`src/rtl/online_checker_r4_pkg.sv`:
```
// ---------------------------------------------------------------------------
// online_r4_pkg
// Shared definitions for the radix-4 online-adder result checker.
//   DIGIT_W        bits per signed result digit (two's complement)
//   DIGIT_MIN/MAX  legal digit range {-3..3}
//   DIGIT_ILLEGAL  the one code a 3-bit digit can carry outside that range (-4)
//   state_e        checker FSM states
//   acc_width()    signed accumulator width for an (n+1)-digit radix-4 value
//   is_illegal()   flags a digit code outside the legal set
// ---------------------------------------------------------------------------
package online_r4_pkg;

    localparam int DIGIT_W = 3;

    localparam logic signed [DIGIT_W-1:0] DIGIT_MIN     = 3'sb101;  // -3
    localparam logic signed [DIGIT_W-1:0] DIGIT_MAX     = 3'sb011;  // +3
    localparam logic        [DIGIT_W-1:0] DIGIT_ILLEGAL = 3'b100;   // -4

    typedef enum logic [1:0] {
        IDLE    = 2'd0,
        COLLECT = 2'd1,
        REPORT  = 2'd2
    } state_e;

    // |value| <= 3 * (4^(n+1)-1)/3 = 4^(n+1)-1 needs 2*(n+1) magnitude bits plus sign.
    function automatic int acc_width(input int n);
        return 2 * (n + 1) + 1;
    endfunction

    // -4 is the only out-of-range code for 3-bit digits; the range test keeps
    // the intent explicit should the digit set ever be narrowed.
    function automatic logic is_illegal(input logic signed [DIGIT_W-1:0] d);
        return (d == DIGIT_ILLEGAL) || (d < DIGIT_MIN) || (d > DIGIT_MAX);
    endfunction

endpackage

```
`src/rtl/online_checker_r4_digit_acc.sv`:
```
// ---------------------------------------------------------------------------
// r4_digit_acc
// Radix-4 MSD-first value accumulator: acc <= 4*acc + sext(digit).
// Ports:
//   clk       clock, rising edge
//   reset     synchronous active-high reset, clears the accumulator
//   clear_i   start of a new number (takes priority over en_i)
//   en_i      accumulate digit_i this cycle
//   digit_i   C-bit two's complement digit
//   acc_d_o   accumulator value after this cycle's update (next-state view),
//             so the caller can judge a full number on the cycle its last
//             digit arrives
// ---------------------------------------------------------------------------
module r4_digit_acc
    import online_r4_pkg::*;
#(
    parameter int C     = DIGIT_W,
    parameter int ACC_W = 15
) (
    input  logic                    clk,
    input  logic                    reset,
    input  logic                    clear_i,
    input  logic                    en_i,
    input  logic [C-1:0]            digit_i,
    output logic signed [ACC_W-1:0] acc_d_o
);

    logic signed [ACC_W-1:0] acc_q;
    logic signed [ACC_W-1:0] acc_d;
    logic signed [ACC_W-1:0] digit_ext;

    always_comb begin
        digit_ext = {{(ACC_W-C){digit_i[C-1]}}, digit_i};
        acc_d     = acc_q;
        if (clear_i) begin
            acc_d = '0;
        end else if (en_i) begin
            // Shift by one radix-4 position, then add the new digit. Wraps
            // silently only when an illegal -4 digit pushes past the range.
            acc_d = {acc_q[ACC_W-3:0], 2'b00} + digit_ext;
        end
    end

    always_ff @(posedge clk) begin
        if (reset) begin
            acc_q <= '0;
        end else begin
            acc_q <= acc_d;
        end
    end

    assign acc_d_o = acc_d;

endmodule

```
`src/rtl/online_checker_r4.sv`:
```
// ---------------------------------------------------------------------------
// online_checker_r4
// Receive end of the radix-4 online-adder test path. Collects N+1 MSD-first
// signed digits from the adder and compares them against the expected
// packed vector latched at start. Reports digit-exact match, numeric value
// match (the adder may legally produce a different redundant encoding of the
// same number) and a timeout if the stream stalls.
// Ports:
//   clk            clock, rising edge
//   reset          synchronous active-high reset
//   start          pulse: latch z_exp and arm a check (ignored while busy)
//   z_exp          expected digits, MSD in the top C bits
//   d_valid        d_in carries a digit this cycle (consumed only while busy)
//   d_in           received digit, MSD first
//   busy           high exactly while collecting
//   done           one-cycle pulse; results valid from here until next start
//   digit_match    all digits identical to z_exp
//   value_match    numeric values equal (no timeout, no illegal digit)
//   timeout        stream stalled for TIMEOUT cycles
//   illegal_digit  a -4 code was received
//   err_count      number of mismatching digit positions
//   first_err_idx  first mismatching position, 0 = MSD (0 if none)
//   z_got          received digits, packed like z_exp (shifted in from LSB)
// ---------------------------------------------------------------------------
module online_checker_r4
    import online_r4_pkg::*;
#(
    parameter int N       = 6,
    parameter int C       = DIGIT_W,
    parameter int TIMEOUT = 16
) (
    input  logic                     clk,
    input  logic                     reset,
    input  logic                     start,
    input  logic [(N+1)*C-1:0]       z_exp,
    input  logic                     d_valid,
    input  logic [C-1:0]             d_in,
    output logic                     busy,
    output logic                     done,
    output logic                     digit_match,
    output logic                     value_match,
    output logic                     timeout,
    output logic                     illegal_digit,
    output logic [$clog2(N+2)-1:0]   err_count,
    output logic [$clog2(N+1)-1:0]   first_err_idx,
    output logic [(N+1)*C-1:0]       z_got
);

    localparam int W      = (N + 1) * C;
    localparam int ACC_W  = acc_width(N);
    localparam int CNT_W  = $clog2(N + 1);
    localparam int ERR_W  = $clog2(N + 2);
    localparam int IDLE_W = $clog2(TIMEOUT + 1);

    // ---------------- state and result registers ----------------
    state_e              state_q;
    logic [CNT_W-1:0]    cnt_q;
    logic [IDLE_W-1:0]   idle_q;
    logic [W-1:0]        z_exp_q;
    logic [W-1:0]        z_got_q;
    logic [ERR_W-1:0]    err_q;
    logic [CNT_W-1:0]    first_q;
    logic                illegal_q;
    logic                busy_q;
    logic                done_q;
    logic                dmatch_q;
    logic                vmatch_q;
    logic                timeout_q;

    // ---------------- per-cycle decode ----------------
    logic                accept;
    logic                arm;
    logic                digit_bad;
    logic                mismatch;
    logic [C-1:0]        exp_digit;
    logic [ERR_W-1:0]    err_d;
    logic                illegal_d;
    logic signed [ACC_W-1:0] acc_got_d;
    logic signed [ACC_W-1:0] acc_exp_d;

    // Unpack the latched expected vector so position 0 is the MSD.
    logic [C-1:0] exp_digits [N+1];

    for (genvar gi = 0; gi <= N; gi++) begin : g_exp_unpack
        assign exp_digits[gi] = z_exp_q[(N-gi)*C +: C];
    end

    always_comb begin
        accept    = (state_q == COLLECT) && d_valid;
        // A new check can be armed from IDLE or from the REPORT cycle.
        arm       = start && ((state_q == IDLE) || (state_q == REPORT));
        exp_digit = exp_digits[cnt_q];
        digit_bad = is_illegal(d_in);
        // An illegal digit counts as a mismatch even if z_exp held the same code.
        mismatch  = accept && ((d_in != exp_digit) || digit_bad);
        err_d     = err_q + ERR_W'(mismatch);
        illegal_d = illegal_q | (accept & digit_bad);
    end

    // ---------------- value accumulators ----------------
    r4_digit_acc #(
        .C     (C),
        .ACC_W (ACC_W)
    ) u_acc_got (
        .clk     (clk),
        .reset   (reset),
        .clear_i (arm),
        .en_i    (accept),
        .digit_i (d_in),
        .acc_d_o (acc_got_d)
    );

    r4_digit_acc #(
        .C     (C),
        .ACC_W (ACC_W)
    ) u_acc_exp (
        .clk     (clk),
        .reset   (reset),
        .clear_i (arm),
        .en_i    (accept),
        .digit_i (exp_digit),
        .acc_d_o (acc_exp_d)
    );

    // ---------------- FSM with registered outputs ----------------
    always_ff @(posedge clk) begin
        if (reset) begin
            state_q   <= IDLE;
            cnt_q     <= '0;
            idle_q    <= '0;
            z_exp_q   <= '0;
            z_got_q   <= '0;
            err_q     <= '0;
            first_q   <= '0;
            illegal_q <= 1'b0;
            busy_q    <= 1'b0;
            done_q    <= 1'b0;
            dmatch_q  <= 1'b0;
            vmatch_q  <= 1'b0;
            timeout_q <= 1'b0;
        end else begin
            done_q <= 1'b0;

            case (state_q)
                IDLE: begin
                    if (start) begin
                        state_q <= COLLECT;
                        busy_q  <= 1'b1;
                    end
                end

                COLLECT: begin
                    if (d_valid) begin
                        z_got_q   <= {z_got_q[W-C-1:0], d_in};
                        err_q     <= err_d;
                        illegal_q <= illegal_d;
                        if (mismatch && (err_q == '0)) begin
                            first_q <= cnt_q;
                        end
                        idle_q <= '0;
                        cnt_q  <= cnt_q + CNT_W'(1);
                        if (cnt_q == CNT_W'(N)) begin
                            // Verdict uses the next-state views so the final
                            // digit is included without an extra cycle.
                            state_q  <= REPORT;
                            busy_q   <= 1'b0;
                            done_q   <= 1'b1;
                            dmatch_q <= (err_d == '0);
                            vmatch_q <= (acc_got_d == acc_exp_d) && !illegal_d;
                        end
                    end else if (idle_q == IDLE_W'(TIMEOUT - 1)) begin
                        // This is the TIMEOUT-th consecutive idle cycle.
                        state_q   <= REPORT;
                        busy_q    <= 1'b0;
                        done_q    <= 1'b1;
                        timeout_q <= 1'b1;
                        dmatch_q  <= 1'b0;
                        vmatch_q  <= 1'b0;
                    end else begin
                        idle_q <= idle_q + IDLE_W'(1);
                    end
                end

                REPORT: begin
                    if (start) begin
                        state_q <= COLLECT;
                        busy_q  <= 1'b1;
                    end else begin
                        state_q <= IDLE;
                    end
                end

                default: begin
                    state_q <= IDLE;
                    busy_q  <= 1'b0;
                end
            endcase

            // Accepted start: results of the previous check are dropped here,
            // not earlier, so they hold through IDLE.
            if (arm) begin
                z_exp_q   <= z_exp;
                cnt_q     <= '0;
                idle_q    <= '0;
                z_got_q   <= '0;
                err_q     <= '0;
                first_q   <= '0;
                illegal_q <= 1'b0;
                dmatch_q  <= 1'b0;
                vmatch_q  <= 1'b0;
                timeout_q <= 1'b0;
            end
        end
    end

    assign busy          = busy_q;
    assign done          = done_q;
    assign digit_match   = dmatch_q;
    assign value_match   = vmatch_q;
    assign timeout       = timeout_q;
    assign illegal_digit = illegal_q;
    assign err_count     = err_q;
    assign first_err_idx = first_q;
    assign z_got         = z_got_q;

endmodule
```
`config.mk`:
```
export PLATFORM = sky130hd
export DESIGN_NAME = online_checker_r4
export DESIGN_NICKNAME = d
export VERILOG_FILES = /design/src/rtl/online_checker_r4_pkg.sv /design/src/rtl/online_checker_r4_digit_acc.sv /design/src/rtl/online_checker_r4.sv
export SDC_FILE = /design/constraint.sdc
export NUM_CORES = 1
export LEC_CHECK = 0
export BUFFER_PORTS_ARGS = -buffer_cell sky130_fd_sc_hd__buf_2
export CORE_MARGIN = 2
export CORE_UTILIZATION = 50
export DETAILED_ROUTE_END_ITERATION = 7
export PLACE_DENSITY = 0.76
export SYNTH_ARGS = -nofsm -noshare
export SYNTH_HDL_FRONTEND = slang
export SYNTH_SLANG_ARGS = --single-unit
```
`constraint.sdc`:
```
create_clock -name clk -period 5.6 [get_ports clk]
set_input_delay 1.12 -clock clk [delete_from_list [all_inputs] [get_ports clk]]
set_output_delay 1.12 -clock clk [all_outputs]
set_load 0.01 [all_outputs]
```
======== Word level (Yosys, flattened, before mapping) ========
Cells that the tools add are included.
storage, ports and cells
  input bits .............................. 28
  bits in registers ....................... 94
  logic and storage cells ................. 92
  output and inout port bits .............. 33
cells by class
  $lt $le $gt $ge ......................... 3
  add/subtract/negate cells ............... 5
  reductions and logical operators ........ 24
  mux-type cells .......................... 27
  bitwise operators ....................... 5
  equal/unequal tests ..................... 13
operators with widths
  kind                                                                      count
  15-bit 2-to-1 mux                                                         4
  15-bit adder                                                              2
  15-bit == test                                                            1
  3-bit AND reduction                                                       5
  1-bit 2-to-1 mux                                                          12
  5-bit 2-to-1 mux                                                          2
  3-bit binary-select mux with 3-bit select                                 1
  2-bit 2-to-1 mux                                                          4
  3-bit == test (second input constant)                                     2
  3-bit zero test                                                           2
  3-bit 2-to-1 mux                                                          2
  3-bit by 2-bit inequality test with 1-bit output (second input constant)  2
  2-bit one-hot mux with 3 select lines                                     1
  2-bit OR reduction                                                        3
  5-bit by 1-bit adder with 5-bit output (second input constant)            1
  5-bit by 4-bit == test with 1-bit output (second input constant)          1
  1-bit logical AND                                                         5
  4-bit >= comparator (second input constant)                               1
  1-bit logical OR                                                          4
  2-bit by 1-bit inequality test with 1-bit output (second input constant)  2
  2-bit inequality test (second input constant)                             2
  3-bit NOT with 4-bit output                                               1
  2-bit AND reduction                                                       2
  3-bit by 1-bit adder with 3-bit output                                    1
  13 further kinds                                                          14

======== Logic depth before layout (Yosys ltp) ========
Gate-level depths: netlist of the first run.
  depth after elaboration ................. 11
  depth in mapped cells ................... 15
  depth with buffers taken out ............ 14

======== Hierarchy ========
Synthesis of the first run repeated with hierarchy kept, for this count alone.
unflattened totals
  cells, all modules ...................... 691
  area total of the unflattened synthesis .. 5680.4 um2
by module, submodules not included
  module                     area an instance (um2)  cells an instance  times used  seq. area each (um2)
  online_checker_r4          2914.0                  348                1           1281.2
  r4_digit_acc at u_acc_exp  1388.8                  172                1           300.3
  r4_digit_acc at u_acc_got  1377.6                  171                1           300.3

======== Least setup slack after synthesis of the first run ========
OpenSTA, ideal clock, no wires.
  kind .................................... register -> register
  from .................................... reg cnt_q[0]
  to ...................................... reg vmatch_q (netlist: value_match)
  setup slack ............................. 1.667 ns
  arrival time ............................ 3.849 ns
  required time ........................... 5.516 ns
  stages on the path, launching flop included .. 15
  library setup time ...................... 0.084 ns
  buffers on the path ..................... 1
  clock period less this slack ............ 3.933 ns
  cells stage by stage .................... dfxtp_1 > buf_6 > mux4_1 > mux2i_1 > inv_1 > ha_1 > fa_1 > a21o_1 > a21oi_1 > xor2_1 > xnor2_1 > o31ai_1 > o2111ai_1 > or4_1 > o31ai_2
between the ends
  longest elaborated chain between the ends .. 11
  elaborated cells on any way between the ends .. 14
  those cells by class .................... add/sub: 1; eq/ne: 3; mux: 7; bitwise: 1; reduce/logical: 2
RTL lines
  item                                                 RTL line                           RTL
  start: declaration                                   online_checker_r4.sv:57            logic [CNT_W-1:0] cnt_q;
  start signal: assignment                             online_checker_r4.sv:161           cnt_q <= cnt_q + CNT_W'(1);
  3-bit NOT with 4-bit output (not written as such)    online_checker_r4.sv:92            exp_digit = exp_digits[cnt_q];
  3-bit binary-select mux with 3-bit select            online_checker_r4.sv:92
  3-bit 2-to-1 mux (not written as such) (2 in a row)  online_checker_r4.sv:92
  15-bit adder                                         online_checker_r4_digit_acc.sv:40  acc_d = {acc_q[ACC_W-3:0], 2'b00} + digit_ext;
  15-bit 2-to-1 mux                                    online_checker_r4_digit_acc.sv:37  end else if (en_i) begin
  15-bit 2-to-1 mux                                    online_checker_r4_digit_acc.sv:35  if (clear_i) begin
  15-bit == test                                       online_checker_r4.sv:169           vmatch_q <= (acc_got_d == acc_exp_d) && !illegal_d;
  1-bit logical AND                                    online_checker_r4.sv:169
  1-bit 2-to-1 mux                                     online_checker_r4.sv:162           if (cnt_q == CNT_W'(N)) begin
  1-bit 2-to-1 mux                                     online_checker_r4.sv:153           if (d_valid) begin
  end signal: assignment                               online_checker_r4.sv:169
  end: declaration                                     online_checker_r4.sv:67            logic vmatch_q;
Parallel ways exist; a longest one is shown, timed or not. The select of a mux whose other input is x is not followed.
A chain may end at the register's enable or synchronous reset.

======== Worst setup path after layout of the first run ========
Same ends and word-level chain as after synthesis.

==> results.cfg, run 1 <==
[layout]
fin_nets = 719
syn2layout_area_growth_pct = 11.2
drive_above_1_share = 0.139
antenna_cells = 0

[timing]
hold_violations = 0
min_period_ns = 4.47
slew_violations = 0
worst_pin_slew_ns = 1.19
max_freq_ghz = 0.224
maxSlewHeadroom = 0.200
finalSetupViolCount = 0
post-route-period-util = 0.798
skew_ns = 0.00831
fin_tns_setup_ns = 0
rsz0062_at_grt = false

[synthesis]
synthArstFlopShare = 0
syn_nets = 679
synth_cell_types = 58
ys.flop_type = dfxtp_1
synth_enable_flop_cells = 0
synthesis.area_um2 = 5020
synth_area_per_cell_um2 = 8.11
seq_area_frac_synth = 0.367
syn-instance-count = 619
synth-seq-cells = 92
ys_warn_count = 0

[cts]
cts_buffer_depth = 2
hold_buffers = 0
clk_latency_ns = 0.36
cts_resized = 0
cts_root_buffer = clkbuf_8
cts_tree = yes
htree_levels = 3
cts.sinks = 92
path_clk_slew_ns = 0.09
numCtsBuffers = 9
post-cts-setup-buffers = 0

[route]
drt_iter0_drc = 288
post_drt_wl_per_cell_um = 14.3
vias_per_cell = 5.58
firstDrtPassIters = 6
num_vias = 4449
wl_mm = 11.4
ant_nets = 0
drc_errors = 0

[worst_setup_path]
slowest_delay_ns = 0.62
crit_chain = mux4_1 > mux2i_1 > inv_1 > ha_1 > fa_1 > a21o_1 > a31oi_1 > o31ai_2 > xnor2_1 > o21ai_0 > xnor2_1 > or4_1 > o31ai_2
required_ns = 5.89
crit_path_end_kind = register
worst-setup-path-type = reg2reg
critPathArrivalTime_ns = 4.76
start_kind = register
cpMaxStageDelayCell = dfxtp_1
crit_fanout = 13

[die]
die_area_um2 = 10900
chipHeight_um = 104
core_area_um2 = 9770
start_util = 0.514
dieWidth_um = 104
pin_count = 61
rows = 36

[power_and_ir_drop]
powerDensity_nw_per_um2 = 241
ir_drop_mv = 0.182
p_leak_nw = 2.26
power.total_mw = 1.35

[grt]
antenna_found_initial = 0
grt_max_degree = 59
grt_pass1_vias = 4257
grt_usage = 0.214
gr-total-overflow = 0
grt_pass1_wl_mm = 19.3

[status]
status = finished clean

[run]
drv_cap = 0

[placement]
finalWeightedCongestion = 0.799
place_hpwl_mm = 8.02
portBuffers = 60

[min_path]
min_path_type = reg2reg
## cells in the mapped netlist (7+ instances only)
cell type	count	area, µm²
nand3_1	12	60.1
xnor2_1	24	210
nor2_1	48	180
a31oi_1	7	43.8
inv_1	10	37.5
nand2_1	127	477
ha_1	30	375
mux2i_1	14	140
clkbuf_1	23	86.3
xor2_1	12	105
o21ai_0	18	90.1
a211oi_1	10	75.1
dfxtp_1	92	1840
nor3_1	11	55.1
a21oi_1	77	385
## final timing paths
check	from	to	depth (start not counted)	slack, ns
hold reg to reg	z_got[19]$_SDFFE_PP0P_	z_got[19]$_SDFFE_PP0P_	2	0.46
hold / removal	z_got[19]$_SDFFE_PP0P_	z_got[19]$_SDFFE_PP0P_	2	0.46
setup / recovery	cnt_q[0]$_SDFFE_PP0P_	value_match$_SDFFE_PP0P_	13	1.13
setup reg to reg	cnt_q[0]$_SDFFE_PP0P_	value_match$_SDFFE_PP0P_	13	1.13
## registers in the layout, indices dropped and copies added (netlist names), 2 cells and up
signal	cells
cnt_q	3
err_count	3
exp_digits	21
first_err_idx	3
idle_q	5
state_q	2
u_acc_exp.acc_q	14
u_acc_got.acc_q	14
z_got	21
## worst max-delay path: cells and delay by family (launching register included)
kind            cells  cell delay [ns]
compound gates      5             1.04
mux                 2             0.92
fa+ha+maj           2             0.71
flops               1             0.62
simple gates        1             0.53
buf+inv             1             0.32
xor+xnor            2             0.24
## cells in the final DEF (no fill, tap or decap), drive strengths merged, types with 7 or more instances in the layout
cell type  netlist  final
ha              30     30
nor2            48     48
a21oi           77     77
nand2          127    127
nand3           12     12
a31oi            7      7
nor3            11     11
xnor2           24     24
o21ai           19     19
buf             11     64
clkbuf          23     11
a211oi          12     12
dfxtp           92     92
inv             10     11
xor2            12     12
mux2i           15     15
## final cells by class
type / instances / area (µm²)
Sequential cell: 92 / 1840
Timing Repair Buffer: 64 / 330
Fill cell: 902 / 4190
Tap cell: 133 / 166
Clock inverter: 5 / 58.8
Clock buffer: 11 / 151
Inverter: 10 / 37.5
Multi-Input combinational cell: 482 / 3000
## per-stage QoR
step	std cells	hold WS [ns]	cell area, µm²	utilization	worst slack, ns
6_report	797	0.457	5590	0.571	1.13
5_1_grt	797	0.484	5590	0.571	0.703
4_1_cts	797	0.458	5590	0.571	1.09
3_5_place_dp	781	0.445	5380	0.550	1.15
3_3_place_gp	781	0.440	5380	0.550	1.24
2_1_floorplan	619	0.432	5020	-	1.67
## cell families (layout without fill, tap and decap cells)
group / count (synthesis) / after routing / share of synthesized area
simple gates: 242 / 242 / 0.213
fa+ha+maj: 32 / 32 / 0.0827
xor+xnor: 36 / 36 / 0.0628
compound gates: 154 / 154 / 0.191
mux: 18 / 18 / 0.0473
buf+inv: 45 / 90 / 0.0374
flops: 92 / 92 / 0.367
## power breakdown
group	total (mW)	switching [mW]	internal (mW)
sequential	0.685	0.0134	0.671
combinational	0.195	0.122	0.0722
clock	0.467	0.235	0.231
## layer usage
layer / track usage / part of all wire / vias to the layer above
met3: 0.0357 / 0.043 / 15
li1: - / - / 2247
met1: 0.265 / 0.45 / 2089
met5: 0 / 0 / -
met4: 0.0792 / 0.014 / 0
met2: 0.375 / 0.50 / 98
(Power assumes the default switching activity.)
==> inputs of run 2 (changes only) <==
--- a/config.mk
+++ b/config.mk
@@ -5,6 +5,7 @@
 export SDC_FILE = /design/constraint.sdc
 export NUM_CORES = 1
 export LEC_CHECK = 0
+export ABC_AREA = 1
 export BUFFER_PORTS_ARGS = -buffer_cell sky130_fd_sc_hd__buf_2
 export CORE_MARGIN = 2
 export CORE_UTILIZATION = 50
==> constraint.sdc (replaced) <==
create_clock -name clk -period 4.7 [get_ports clk]
set_input_delay 0.94 -clock clk [delete_from_list [all_inputs] [get_ports clk]]
set_output_delay 0.94 -clock clk [all_outputs]
set_load 0.01 [all_outputs]
==> results.cfg, run 2 <==
[synthesis]
syn_nets = 910
yosysMostFrequentCell = nand2_1
ys.flop_type = dfxtp_1
synthesis.area_um2 = 5490
synth_common_cells = 255 x nand2_1, 97 x inv_1, 97 x nand3_1, 94 x dfxtp_1, 86 x nor2_1
synth_area_per_cell_um2 = 6.46
synthArstFlopShare = 0
synth-seq-cells = 94
syn-instance-count = 850
synth_cell_types = 34
synth_top_area_frac = 0.343
seq_area_frac_synth = 0.343
yosysTopAreaCell = dfxtp_1
synth_area_leaders = dfxtp_1 34%, nand2_1 17%, nand3_1 8.8%
synth_enable_flop_cells = 0
ys_warn_count = 0

[cts]
cts_tree = yes
path_clk_slew_ns = 0.09
post-cts-setup-buffers = 0
cts_resized = 0
htree_levels = 3
cts_buffer_depth = 2
clk_latency_ns = 0.37
cts.sinks = 94
cts_root_buffer = clkbuf_8
hold_buffers = 0
numCtsBuffers = 9

[die]
pin_count = 61
rows = 38
dieWidth_um = 109
start_util = 0.509
core_area_um2 = 10800
die_area_um2 = 11800
chipHeight_um = 109

[layout]
layout_common_cells = 255 x nand2_1, 97 x inv_1, 97 x nand3_1, 94 x dfxtp_1, 86 x nor2_1
mostFrequentLayoutCell = nand2_1
stdcell_count = 1038
syn2layout_area_growth_pct = 9.79
fin_nets = 954
drive_above_1_share = 0.0958
antenna_cells = 0

[power_and_ir_drop]
powerDensity_nw_per_um2 = 276
comb_power_share = 0.202
p_leak_nw = 2.92
ir_drop_mv = 0.201
p_int_mw = 1.14
swShare = 0.316
p_seq_frac = 0.508
clkPwrFrac = 0.290
p_sw_mw = 0.526

[grt]
grt_pass1_wl_mm = 20.1
grt_max_degree = 40
gr-total-overflow = 0
grt_pass1_vias = 4497
antenna_found_initial = 0
grt_usage = 0.212

[route]
drc_errors = 0
post_drt_wl_per_cell_um = 11.7
ant_nets = 0
wl_mm = 12.2
vias_per_cell = 5.00
num_vias = 5191
firstDrtPassIters = 4
drt_iter0_drc = 247

[timing]
max_freq_ghz = 0.281
post-route-period-util = 0.756
maxSlewHeadroom = 0.533
min_period_ns = 3.55
slew_violations = 0
skew_ns = 0.0105
hold_violations = 0
worst_pin_slew_ns = 0.699
finalSetupViolCount = 0
rsz0062_at_grt = false
fin_tns_setup_ns = 0

[worst_setup_path]
crit_chain = inv_1 > nand3_1 > nand3_1 > nand2_1 > inv_1 > ha_1 > fa_1 > nand3_1 > nand2_1 > nand2_1 > nand2_1 > nand2_1 > nand3_1 > nand2_1 > inv_1 > nand2_1 > nand2_1 > nor2_1 > nand2_1 > nor2_1 > nand3_1 > a21oi_1
cpMostUsedCell = nand2_1
rr_worst_depth = 22
startpoint = cnt_q[0]$_SDFFE_PP0P_
crit_path_end_kind = register
crit_fanout = 15
worst-path-buf-inv = 3
crit_family = simple AND/OR/NAND/NOR gates
start_kind = register
rr_startpoint = cnt_q[0]$_SDFFE_PP0P_
critPathArrivalTime_ns = 3.85
slowest_delay_ns = 0.61
crit_cells = 22
cpMaxStageDelayCell = dfxtp_1
worst-setup-path-type = reg2reg
required_ns = 5.00

[status]
status = finished clean

[placement]
finalWeightedCongestion = 0.829
portBuffers = 60
place_hpwl_mm = 9.04
dp.cells = 1023

[min_path]
holdPathStages = 2
min_from = exp_digits[11]$_SDFFE_PP0P_
min_path_type = reg2reg

[run]
drv_cap = 0
## run 2: cell count changes after synthesis, moves of 9 or more
cell | previous run | this run
nor2_1 | 48 | 86
xnor2_1 | 24 | 2
nand3_1 | 12 | 97
nand2_1 | 127 | 255
inv_1 | 10 | 97
mux2i_1 | 14 | 0
o21a_1 | 1 | 20
a211oi_1 | 10 | 1
buf_2 | 4 | 14
## run 2: area by class of cell
| type | instances | area [µm²] |
|---|---|---|
| multi-input combinational | 624 | 3090 |
| tap | 140 | 175 |
| fill | 1067 | 4760 |
| clock inverter | 6 | 46.3 |
| timing repair buffer | 66 | 345 |
| inverter | 99 | 372 |
| sequential | 94 | 1880 |
| clock buffer | 9 | 124 |
## run 2: stage by stage
stage / hold slack, ns / util / instance area, µm² / worst slack, ns / power (mW)
finish: 0.463 / 0.559 / 6030 / 1.15 / 1.66
global route: 0.489 / 0.559 / 6030 / 0.672 / 1.76
CTS: 0.462 / 0.559 / 6030 / 1.17 / 1.67
detailed placement: 0.448 / 0.543 / 5860 / 1.19 / 1.20
global placement: 0.444 / 0.543 / 5860 / 1.31 / 1.19
floorplan: 0.429 / - / 5490 / 1.87 / 1.12
## run 2: logic make-up (layout without fill, tap and decap cells)
| family | after synthesis | in the layout | synth area share |
|---|---|---|---|
| AO/OA/AOI/OAI | 130 | 130 | 0.134 |
| XOR/XNOR | 6 | 6 | 0.00957 |
| buffers and inverters | 132 | 180 | 0.0954 |
| AND/OR/NAND/NOR | 456 | 456 | 0.343 |
| adder cells (fa/ha/maj) | 32 | 32 | 0.0756 |
| flip-flops | 94 | 94 | 0.343 |
## run 2: final timing paths
| kind | end | slack (ns) |
|---|---|---|
| setup / recovery | value_match$_SDFFE_PP0P_ | 1.15 |
| hold reg to reg | exp_digits[11]$_SDFFE_PP0P_ | 0.46 |
| setup reg to reg | value_match$_SDFFE_PP0P_ | 1.15 |
| hold / removal | exp_digits[11]$_SDFFE_PP0P_ | 0.46 |
## run 2: worst reg2reg max path, cell delays in order (launching register included)
cell	delay, ns
dfxtp_1	0.61
inv_1	0.30
nand3_1	0.13
nand3_1	0.12
nand2_1	0.17
inv_1	0.25
ha_1	0.31
fa_1	0.42
nand3_1	0.11
nand2_1	0.11
nand2_1	0.10
nand2_1	0.06
nand2_1	0.06
nand3_1	0.06
nand2_1	0.12
inv_1	0.04
nand2_1	0.05
nand2_1	0.05
nor2_1	0.09
nand2_1	0.06
nor2_1	0.08
nand3_1	0.07
a21oi_1	0.11
## run 2: routing by layer
metal	GRT usage	up-vias	wire (µm)
li1	-	2821	-
met1	0.292	2291	6110
met2	0.338	66	5440
met3	0.0275	13	416
met4	0.0797	0	192
met5	0	-	0
## run 2: power by group through the flow
stage	clock network, mW	logic, mW	registers (mW)
6_report	0.482	0.336	0.844
5_1_grt	0.522	0.388	0.848
4_1_cts	0.491	0.336	0.844
3_5_place_dp	0	0.334	0.863
3_3_place_gp	0	0.331	0.862
2_1_floorplan	0	0.262	0.859
